--- config.mk ---
export PLATFORM = sky130hd
export DESIGN_NAME = dac_ramp_gen_flat
export DESIGN_NICKNAME = d
export VERILOG_FILES = /design/src/rtl/dac_ramp_if.sv /design/src/rtl/dac_ramp_gen.sv /design/src/flat_wrapper.sv
export SDC_FILE = /design/constraint.sdc
export NUM_CORES = 1
export LEC_CHECK = 0
export ABC_AREA = 1
export CORE_MARGIN = 4
export CORE_UTILIZATION = 40
export DETAILED_ROUTE_END_ITERATION = 6
export GPL_TIMING_DRIVEN = 0
export PLACE_DENSITY = 0.61
export SYNTH_ARGS = -nofsm -noshare
export SYNTH_HDL_FRONTEND = slang
export SYNTH_SLANG_ARGS = --single-unit
--- constraint.sdc ---
create_clock -name clk -period 4.5 [get_ports clk]
set_clock_uncertainty 0.15 [all_clocks]
set_input_delay 0.45 -clock clk [delete_from_list [all_inputs] [get_ports clk]]
set_output_delay 0.45 -clock clk [all_outputs]
set_load 0.1 [all_outputs]
--- src/rtl/dac_ramp_if.sv ---
// Control/status bundle between the ramp controller and the DAC code sequencer.
// The controller drives the master side; the sequencer is the slave.
interface dac_ramp_if #(
    parameter int N      = 8,
    parameter int STEP_W = 4
);
    logic              en;
    logic              tick;
    logic              clear;
    logic [1:0]        mode;
    logic [STEP_W-1:0] step;
    logic [N-1:0]      lo;
    logic [N-1:0]      hi;
    logic [N-1:0]      dacCount;
    logic              dir;
    logic              wrap;
    logic              done;
    logic              err;

    modport master (
        output en, tick, clear, mode, step, lo, hi,
        input  dacCount, dir, wrap, done, err
    );

    modport slave (
        input  en, tick, clear, mode, step, lo, hi,
        output dacCount, dir, wrap, done, err
    );
endinterface

--- src/rtl/dac_ramp_gen.sv ---
// DAC code sequencer: steps the code between lo/hi on each tick in wrap,
// saturate, triangle or hold mode, with all status outputs registered.
module dac_ramp_gen #(
    parameter int N      = 8,
    parameter int STEP_W = 4
) (
    input  logic        clk,
    input  logic        nRst,
    dac_ramp_if.slave   bus
);
    typedef enum logic [1:0] {
        IDLE = 2'd0,
        UP   = 2'd1,
        DOWN = 2'd2,
        SAT  = 2'd3
    } state_t;

    state_t        state_r, state_nxt_s;
    logic [N-1:0]  count_r, count_nxt_s;
    logic          dir_r, dir_nxt_s;
    logic          wrap_r, wrap_nxt_s;
    logic          done_r;
    logic          err_r;

    logic [N:0]    step_ext_s, cnt_ext_s, lo_ext_s, hi_ext_s;
    logic [N:0]    sum_s, lo_plus_s, diff_s;
    logic          adv_s, up_fit_s, down_fit_s, in_down_s;

    // One extra bit on every operand so hi = 2^N-1 can never roll through 0
    assign step_ext_s = {{(N + 1 - STEP_W){1'b0}}, bus.step};
    assign cnt_ext_s  = {1'b0, count_r};
    assign lo_ext_s   = {1'b0, bus.lo};
    assign hi_ext_s   = {1'b0, bus.hi};
    assign sum_s      = cnt_ext_s + step_ext_s;
    assign lo_plus_s  = lo_ext_s + step_ext_s;
    assign diff_s     = cnt_ext_s - step_ext_s;
    assign up_fit_s   = (sum_s <= hi_ext_s);
    assign down_fit_s = (cnt_ext_s >= lo_plus_s);
    assign in_down_s  = (state_r == DOWN) && (bus.mode == 2'b10);
    assign adv_s      = bus.tick && (bus.mode != 2'b11) && (step_ext_s != {(N + 1){1'b0}});

    // State register
    always_ff @(posedge clk or negedge nRst) begin
        if (!nRst) begin
            state_r <= IDLE;
        end else begin
            state_r <= state_nxt_s;
        end
    end

    // Next-state decision
    always_comb begin
        state_nxt_s = state_r;
        if (!bus.en) begin
            state_nxt_s = IDLE;
        end else begin
            case (state_r)
                IDLE: state_nxt_s = UP;
                default: begin
                    if (err_r) begin
                        state_nxt_s = state_r;
                    end else if (bus.clear) begin
                        state_nxt_s = UP;
                    end else if (adv_s && (state_r != SAT)) begin
                        if (in_down_s) begin
                            state_nxt_s = down_fit_s ? DOWN : UP;
                        end else if (up_fit_s) begin
                            state_nxt_s = UP;
                        end else begin
                            case (bus.mode)
                                2'b01:   state_nxt_s = SAT;
                                2'b10:   state_nxt_s = DOWN;
                                default: state_nxt_s = UP;
                            endcase
                        end
                    end else begin
                        state_nxt_s = state_r;
                    end
                end
            endcase
        end
    end

    // Next code, direction and period-complete pulse
    always_comb begin
        count_nxt_s = count_r;
        dir_nxt_s   = dir_r;
        wrap_nxt_s  = 1'b0;
        if (!bus.en) begin
            count_nxt_s = count_r;
        end else begin
            case (state_r)
                IDLE: begin
                    count_nxt_s = bus.lo;
                    dir_nxt_s   = 1'b0;
                end
                default: begin
                    if (err_r) begin
                        count_nxt_s = count_r;
                    end else if (bus.clear) begin
                        count_nxt_s = bus.lo;
                        dir_nxt_s   = 1'b0;
                    end else if (adv_s && (state_r != SAT)) begin
                        if (in_down_s) begin
                            if (down_fit_s) begin
                                count_nxt_s = diff_s[N-1:0];
                            end else begin
                                count_nxt_s = bus.lo;
                                dir_nxt_s   = 1'b0;
                                wrap_nxt_s  = 1'b1;
                            end
                        end else begin
                            dir_nxt_s = 1'b0;
                            if (up_fit_s) begin
                                count_nxt_s = sum_s[N-1:0];
                            end else begin
                                case (bus.mode)
                                    2'b01: count_nxt_s = bus.hi;
                                    2'b10: begin
                                        count_nxt_s = bus.hi;
                                        dir_nxt_s   = 1'b1;
                                    end
                                    default: begin
                                        count_nxt_s = bus.lo;
                                        wrap_nxt_s  = 1'b1;
                                    end
                                endcase
                            end
                        end
                    end else begin
                        count_nxt_s = count_r;
                    end
                end
            endcase
        end
    end

    // Registered outputs; done tracks residence in SAT
    always_ff @(posedge clk or negedge nRst) begin
        if (!nRst) begin
            count_r <= {N{1'b0}};
            dir_r   <= 1'b0;
            wrap_r  <= 1'b0;
            done_r  <= 1'b0;
            err_r   <= 1'b0;
        end else begin
            count_r <= count_nxt_s;
            dir_r   <= dir_nxt_s;
            wrap_r  <= wrap_nxt_s;
            done_r  <= (state_nxt_s == SAT);
            err_r   <= (bus.lo > bus.hi);
        end
    end

    assign bus.dacCount = count_r;
    assign bus.dir      = dir_r;
    assign bus.wrap     = wrap_r;
    assign bus.done     = done_r;
    assign bus.err      = err_r;
endmodule

--- src/flat_wrapper.sv ---
// flat-port wrapper written by rule: the top's interface ports become plain ports
module dac_ramp_gen_flat 
#(
    parameter int N      = 8,
    parameter int STEP_W = 4
)
  (clk, nRst, bus_en, bus_tick, bus_clear, bus_mode, bus_step, bus_lo, bus_hi, bus_dacCount, bus_dir, bus_wrap, bus_done, bus_err);
  dac_ramp_if #(.N(N), .STEP_W(STEP_W)) bus_i ();
  input  logic clk;
  input  logic nRst;
  input wire logic [$bits(bus_i.en)-1:0] bus_en;
  input wire logic [$bits(bus_i.tick)-1:0] bus_tick;
  input wire logic [$bits(bus_i.clear)-1:0] bus_clear;
  input wire logic [$bits(bus_i.mode)-1:0] bus_mode;
  input wire logic [$bits(bus_i.step)-1:0] bus_step;
  input wire logic [$bits(bus_i.lo)-1:0] bus_lo;
  input wire logic [$bits(bus_i.hi)-1:0] bus_hi;
  output wire logic [$bits(bus_i.dacCount)-1:0] bus_dacCount;
  output wire logic [$bits(bus_i.dir)-1:0] bus_dir;
  output wire logic [$bits(bus_i.wrap)-1:0] bus_wrap;
  output wire logic [$bits(bus_i.done)-1:0] bus_done;
  output wire logic [$bits(bus_i.err)-1:0] bus_err;
  assign bus_i.en = bus_en;
  assign bus_i.tick = bus_tick;
  assign bus_i.clear = bus_clear;
  assign bus_i.mode = bus_mode;
  assign bus_i.step = bus_step;
  assign bus_i.lo = bus_lo;
  assign bus_i.hi = bus_hi;
  assign bus_dacCount = bus_i.dacCount;
  assign bus_dir = bus_i.dir;
  assign bus_wrap = bus_i.wrap;
  assign bus_done = bus_i.done;
  assign bus_err = bus_i.err;
  dac_ramp_gen #(.N(N), .STEP_W(STEP_W)) u_core (.clk(clk), .nRst(nRst), .bus(bus_i));
endmodule
Word-level counts from Yosys, hierarchy flattened. Index checks and enable logic that the tools add are counted.

Flip-flop bits (word level): 14. Input port bits: 27. Output and inout bits: 12.

Add/sub/neg operators: 3. Magnitude comparators: 3. Eq/ne operators: 8. Muxes and demuxes: 34. Reductions and logical operators: 10.

Operators with widths (number): 8-bit two-way mux (8); 8-bit by 4-bit adder with 9-bit output (2); 1-bit two-way mux (17); 2-bit two-way mux (8); 8-bit by 9-bit >= comparator with 1-bit output (1); 9-bit by 8-bit <= comparator with 1-bit output (1); 9-bit nonzero test (1); 8-bit > comparator (1); 8-bit by 4-bit subtractor with 8-bit output (1); 2-bit equality test, second input constant (3); 2-bit != test, second input constant (3); 1-bit logical AND (4); 4-bit != test, second input constant (1); 2-bit one-hot mux with 2 select lines (1); 4-bit AND reduction (1); 3-bit AND reduction (1); 3-bit nonzero test (1); 2-bit by 1-bit equality test with 1-bit output, second input constant (1); 2-bit logical NOT (1); 2-bit OR reduction (1).

Logic depth before layout (Yosys ltp).
Depth after elaboration: 10. Gate-level depth with buffers: 25. Depth with buffers taken out: 25.

Worst setup path before layout. OpenSTA, ideal clock, no wires.

Path kind: flip-flop to flip-flop. Start point: register u_core.count_r[1] (netlist: u_core.bus.dacCount[1]). End point: register u_core.count_r[0] (netlist: u_core.bus.dacCount[0]). Arrival time: 3481 ps. Slack: 749 ps. Cell stages (with the launch flop): 23. Buffers on the path: 1. Period minus slack after synthesis: 3751 ps. Path through: dfrtp_1 -> inv_1 -> fa_1 -> inv_1 -> nand2_2 -> nand2_2 -> a21oi_4 -> nor2_2 -> xor2_1 -> inv_1 -> ha_1 -> a21o_1 -> a21oi_1 -> nand2_1 -> nand2_1 -> nand2_2 -> buf_6 -> nand2_1 -> o21ai_1 -> a21oi_1 -> nand2_1 -> nand2_1 -> nand2_1.

Longest elaborated chain between the ends: 8. Elaborated cells between the ends (all ways): 10.

RTL lines: start, declared (RTL line dac_ramp_gen.sv:19) `logic [N-1:0] count_r, count_nxt_s;`; start signal, assigned (RTL line dac_ramp_gen.sv:141) `count_r <= {N{1'b0}};`; start signal, assigned (RTL line dac_ramp_gen.sv:147) `count_r <= count_nxt_s;`; 8-bit by 4-bit adder with 9-bit output (RTL line dac_ramp_gen.sv:34) `assign sum_s = cnt_ext_s + step_ext_s;`; 9-bit by 8-bit <= comparator with 1-bit output (RTL line dac_ramp_gen.sv:37) `assign up_fit_s = (sum_s <= hi_ext_s);`; 8-bit two-way mux (RTL line dac_ramp_gen.sv:114) `if (up_fit_s) begin`; 8-bit two-way mux * (RTL line dac_ramp_gen.sv:104) `if (in_down_s) begin`; 8-bit two-way mux * (RTL line dac_ramp_gen.sv:103) `end else if (adv_s && (state_r != SAT)) begin`; 8-bit two-way mux * (RTL line dac_ramp_gen.sv:100) `end else if (bus.clear) begin`; 8-bit two-way mux * (RTL line dac_ramp_gen.sv:98) `if (err_r) begin`; 8-bit two-way mux * (RTL line dac_ramp_gen.sv:92) `case (state_r)`.

Every way passes the cells marked *; elsewhere a longest branch is shown, timed or not. The select of a mux whose other input is x is not followed. A chain may end at the register's enable or synchronous reset.

Worst setup path after layout.
Start point: input bus_step[1]. End point: register u_core.count_r[0] (netlist: u_core.bus.dacCount[0]).

Longest elaborated chain between the ends: 8. Elaborated cells between the ends (all ways): 16.

RTL lines: start, declared (RTL line flat_wrapper.sv:15) `input wire logic [$bits(bus_i.step)-1:0] bus_step;`; 8-bit by 4-bit adder with 9-bit output (on tied branches) (RTL line dac_ramp_gen.sv:34, dac_ramp_gen.sv:35); 9-bit by 8-bit <= comparator with 1-bit output or 8-bit by 9-bit >= comparator with 1-bit output (tied branches) (RTL line dac_ramp_gen.sv:37, dac_ramp_gen.sv:38); 8-bit two-way mux (on tied branches) (RTL line dac_ramp_gen.sv:114, dac_ramp_gen.sv:105); 8-bit two-way mux (RTL line dac_ramp_gen.sv:104); 8-bit two-way mux (RTL line dac_ramp_gen.sv:103); 8-bit two-way mux (RTL line dac_ramp_gen.sv:100); 8-bit two-way mux (RTL line dac_ramp_gen.sv:98); 8-bit two-way mux (RTL line dac_ramp_gen.sv:92).

Several ways; a longest one is shown, not always the timed one. The select of a mux whose other input is x is not followed.

==> metrics.txt <==
commonest non-fill, non-tap cells in the layout nand2_1 (116), inv_1 (62), ha_1 (38), clkdlybuf4s50_1 (38); CP max-delay cell clkdlybuf4s50_1; register area 350 sq um; Sink Count 14; CTS H-tree lvls 1; DIE AREA 7600 sq um; Most used DFF post-synth dfrtp_1; syn avg cell area 6.30 sq um; critical path capture point type register; first-pass GRT wire length 11700 um; final wirelength 6860 um; IO Port Bufs 38; yosys warns 0; router iterations before antenna repair 5; HPWL reported at the end of detailed placement 5880 um; vias 2601; period utilization 84.2%; area of the mapped netlist 2510 sq um; Initial Util 41.8%; CTS max path bufs 2; Post-synth EDFFs 0; worst path arrival time 3.78 ns; n_diodes 0; Multi-input gate area 1860 sq um; Post-Syn Nets 466; worst slew pin tran 0.972 ns; CP max FO 10; VDD IR max 301 uV; status complete, no violations; core area 5990 sq um; fraction of final layout cells sized beyond drive strength 1 8.18%; Pleak 0.00163 uW; die span in y 87.2 um; PnR worst setup slack 0.712 ns; slew margin rel. 35.0%; post-route cell area 3040 sq um; crit path kind input pin to register; Mapped Cells 398; final hold vios 0; Clk pin slew, worst setup/hold paths 0.06 ns; Via-to-Cell Ratio 5.05; Worst setup SP type input pin; total congestion overflow 0; most used cell, CP nand2_1; slowest stage delay, CP 0.63 ns; routability cong. 0.910; Routed Antenna Nets 0; total of max-cap violations 0; clock latency on the worst-skew pair 0.25 ns; PD cells 415 nW/um^2; commonest non-fill, non-tap cell in the layout nand2_1; largest net degree at the start of global routing 15; CTS Buf Count 3; post-cts resize count 0; Yosys reg bits 14; cts hold-fix bufs 0; CTS root buffer clkbuf_8; final setup vio count 0; vias in the first global route 2488; gr usage total 19.2%; DR DRC count 0; Initial DRC Count 179; CP cell instances clkdlybuf4s50_1 > inv_1 > fa_1 > inv_1 > nand2_2 > nand2_2 > a21oi_4 > nor2_2 > xor2_1 > inv_1 > ha_1 > a21o_1 > a21oi_1 > nand2_1 > nand2_1 > nand2_2 > buf_6 > nand2_1 > o21ai_1 > a21oi_1 > nand2_1 > nand2_1 > nand2_1; std cell rows 28; Yosys cell types 32; RSZ-0062 raised after global routing false; WP data required 4.50 ns; DIE WIDTH 87.2 um; post-layout minimum cycle time 3.79 ns; setup bufs post-CTS 0; fmax 264 MHz; synthesis-to-finish area growth 21.1%; Synth async-reset ratio 100%; CTS tree yes; Final TNS setup 0 ns; initial antenna violation count 0; Final nets 509; Hold WC Path Type register to register; Post-Place Setup Slack 0.473 ns; drt wl/cell 13.3 um; I/O pin total 39; DP Area 2980 sq um; final slew viol count 0; fill count 658; post-synthesis sequential area ratio 14.0%
-- where the power goes --
group	internal, uW	switching (uW)	leakage, uW
registers	151	47.5	0.000175
clock network	77.7	51.1	0.0000288
logic	309	622	0.00143
total	539	721	0.00163
-- cell usage after synthesis, types with 2 or more instances --
| master | number | area share, % |
|---|---|---|
| nor2_4 | 2 | 0.90 |
| inv_2 | 6 | 0.90 |
| nand3_1 | 27 | 5.4 |
| nor3_2 | 2 | 0.80 |
| nor3_1 | 3 | 0.60 |
| buf_2 | 5 | 1.0 |
| nand2_2 | 5 | 1.2 |
| a21o_1 | 2 | 0.60 |
| nor2_1 | 27 | 4.0 |
| nor2_2 | 3 | 0.75 |
| inv_1 | 62 | 9.3 |
| xor2_1 | 10 | 3.5 |
| o21a_1 | 2 | 0.60 |
| nand2_1 | 116 | 17 |
| o21ai_0 | 14 | 2.8 |
| nand4_1 | 6 | 1.5 |
| a21oi_1 | 27 | 5.4 |
| and3_1 | 2 | 0.50 |
| fa_1 | 3 | 2.4 |
| xnor2_1 | 3 | 1.0 |
| nand3_2 | 4 | 1.6 |
| dfrtp_1 | 14 | 14 |
| ha_1 | 38 | 19 |
| o21ai_1 | 7 | 1.4 |
-- layout make-up --
class	instances	share of cell area [%]
Inverter	68	8.41
Sequential cell	14	11.5
Timing Repair Buffer	38	12.5
Tap cell	75	3.09
Multi-Input combinational cell	309	61.3
Clock buffer	4	1.81
Buffer	7	1.32
-- layer usage --
layer  vias to the layer above  GRT usage, %  wire (um)  share of wire [%]
met4                         0          3.49        101                1.5
li1                       1353             -          -                  -
met3                         8          2.74        372                5.4
met1                      1170          26.1       3310                 48
met2                        70          32.5       3080                 45
met5                         -             0          0                  0
-- final timing paths --
| kind | from | to | slack (ns) | cells after the start |
|---|---|---|---|---|
| worst max-delay path | bus_step[1] | u_core.bus.dacCount[0] | 0.71 | 23 |
| worst min-delay path | u_core.bus.dacCount[0] | u_core.bus.dacCount[0] | 0.45 | 2 |
| worst max register to register | u_core.bus.dacCount[1] | u_core.bus.dacCount[0] | 1.02 | 22 |
| worst min register to register | u_core.bus.dacCount[0] | u_core.bus.dacCount[0] | 0.45 | 2 |
| max in group asynchronous | nRst | u_core.bus.dacCount[6] | 3.31 | 1 |
| min in group asynchronous | nRst | u_core.bus.dacCount[0] | 0.46 | 1 |
-- state kept, by name, indices dropped and copies added, names as in the netlist --
register / count
u_core.bus.dir: 1
u_core.state_r: 2
u_core.bus.err: 1
u_core.bus.done: 1
u_core.bus.dacCount: 8
u_core.bus.wrap: 1
-- per-stage QoR --
step / total power [uW] / hold WS, ns / cells / utilization [%]
floorplan: 892 / 0.00441 / 398 / -
CTS: 1260 / 0.449 / 515 / 50.7
detailed placement: 1130 / 0.431 / 511 / 49.7
global route: 1380 / 0.509 / 515 / 50.7
finish: 1260 / 0.445 / 515 / 50.7
global placement: 1120 / 0.428 / 511 / 49.7
-- worst max-delay path: cells and delay by family --
| family | cells | cell delay, ns |
|---|---|---|
| compound gates | 5 | 0.55 |
| xor+xnor | 1 | 0.23 |
| simple gates | 10 | 0.76 |
| fa+ha+maj | 2 | 0.71 |
| buf+inv | 5 | 1.09 |
-- logic make-up (layout without fill, tap and decap cells) --
logic type | count (synthesis) | count (layout) | synth area share, %
AOI/OAI and AO/OA | 55 | 55 | 12.0
xor gates and xnor gates | 13 | 13 | 4.54
and+or+nand+nor | 200 | 200 | 36.3
buffers and inverters | 75 | 117 | 11.8
DFF | 14 | 14 | 14.0
adders and majority gates | 41 | 41 | 21.4
(Power assumes the default switching activity.)
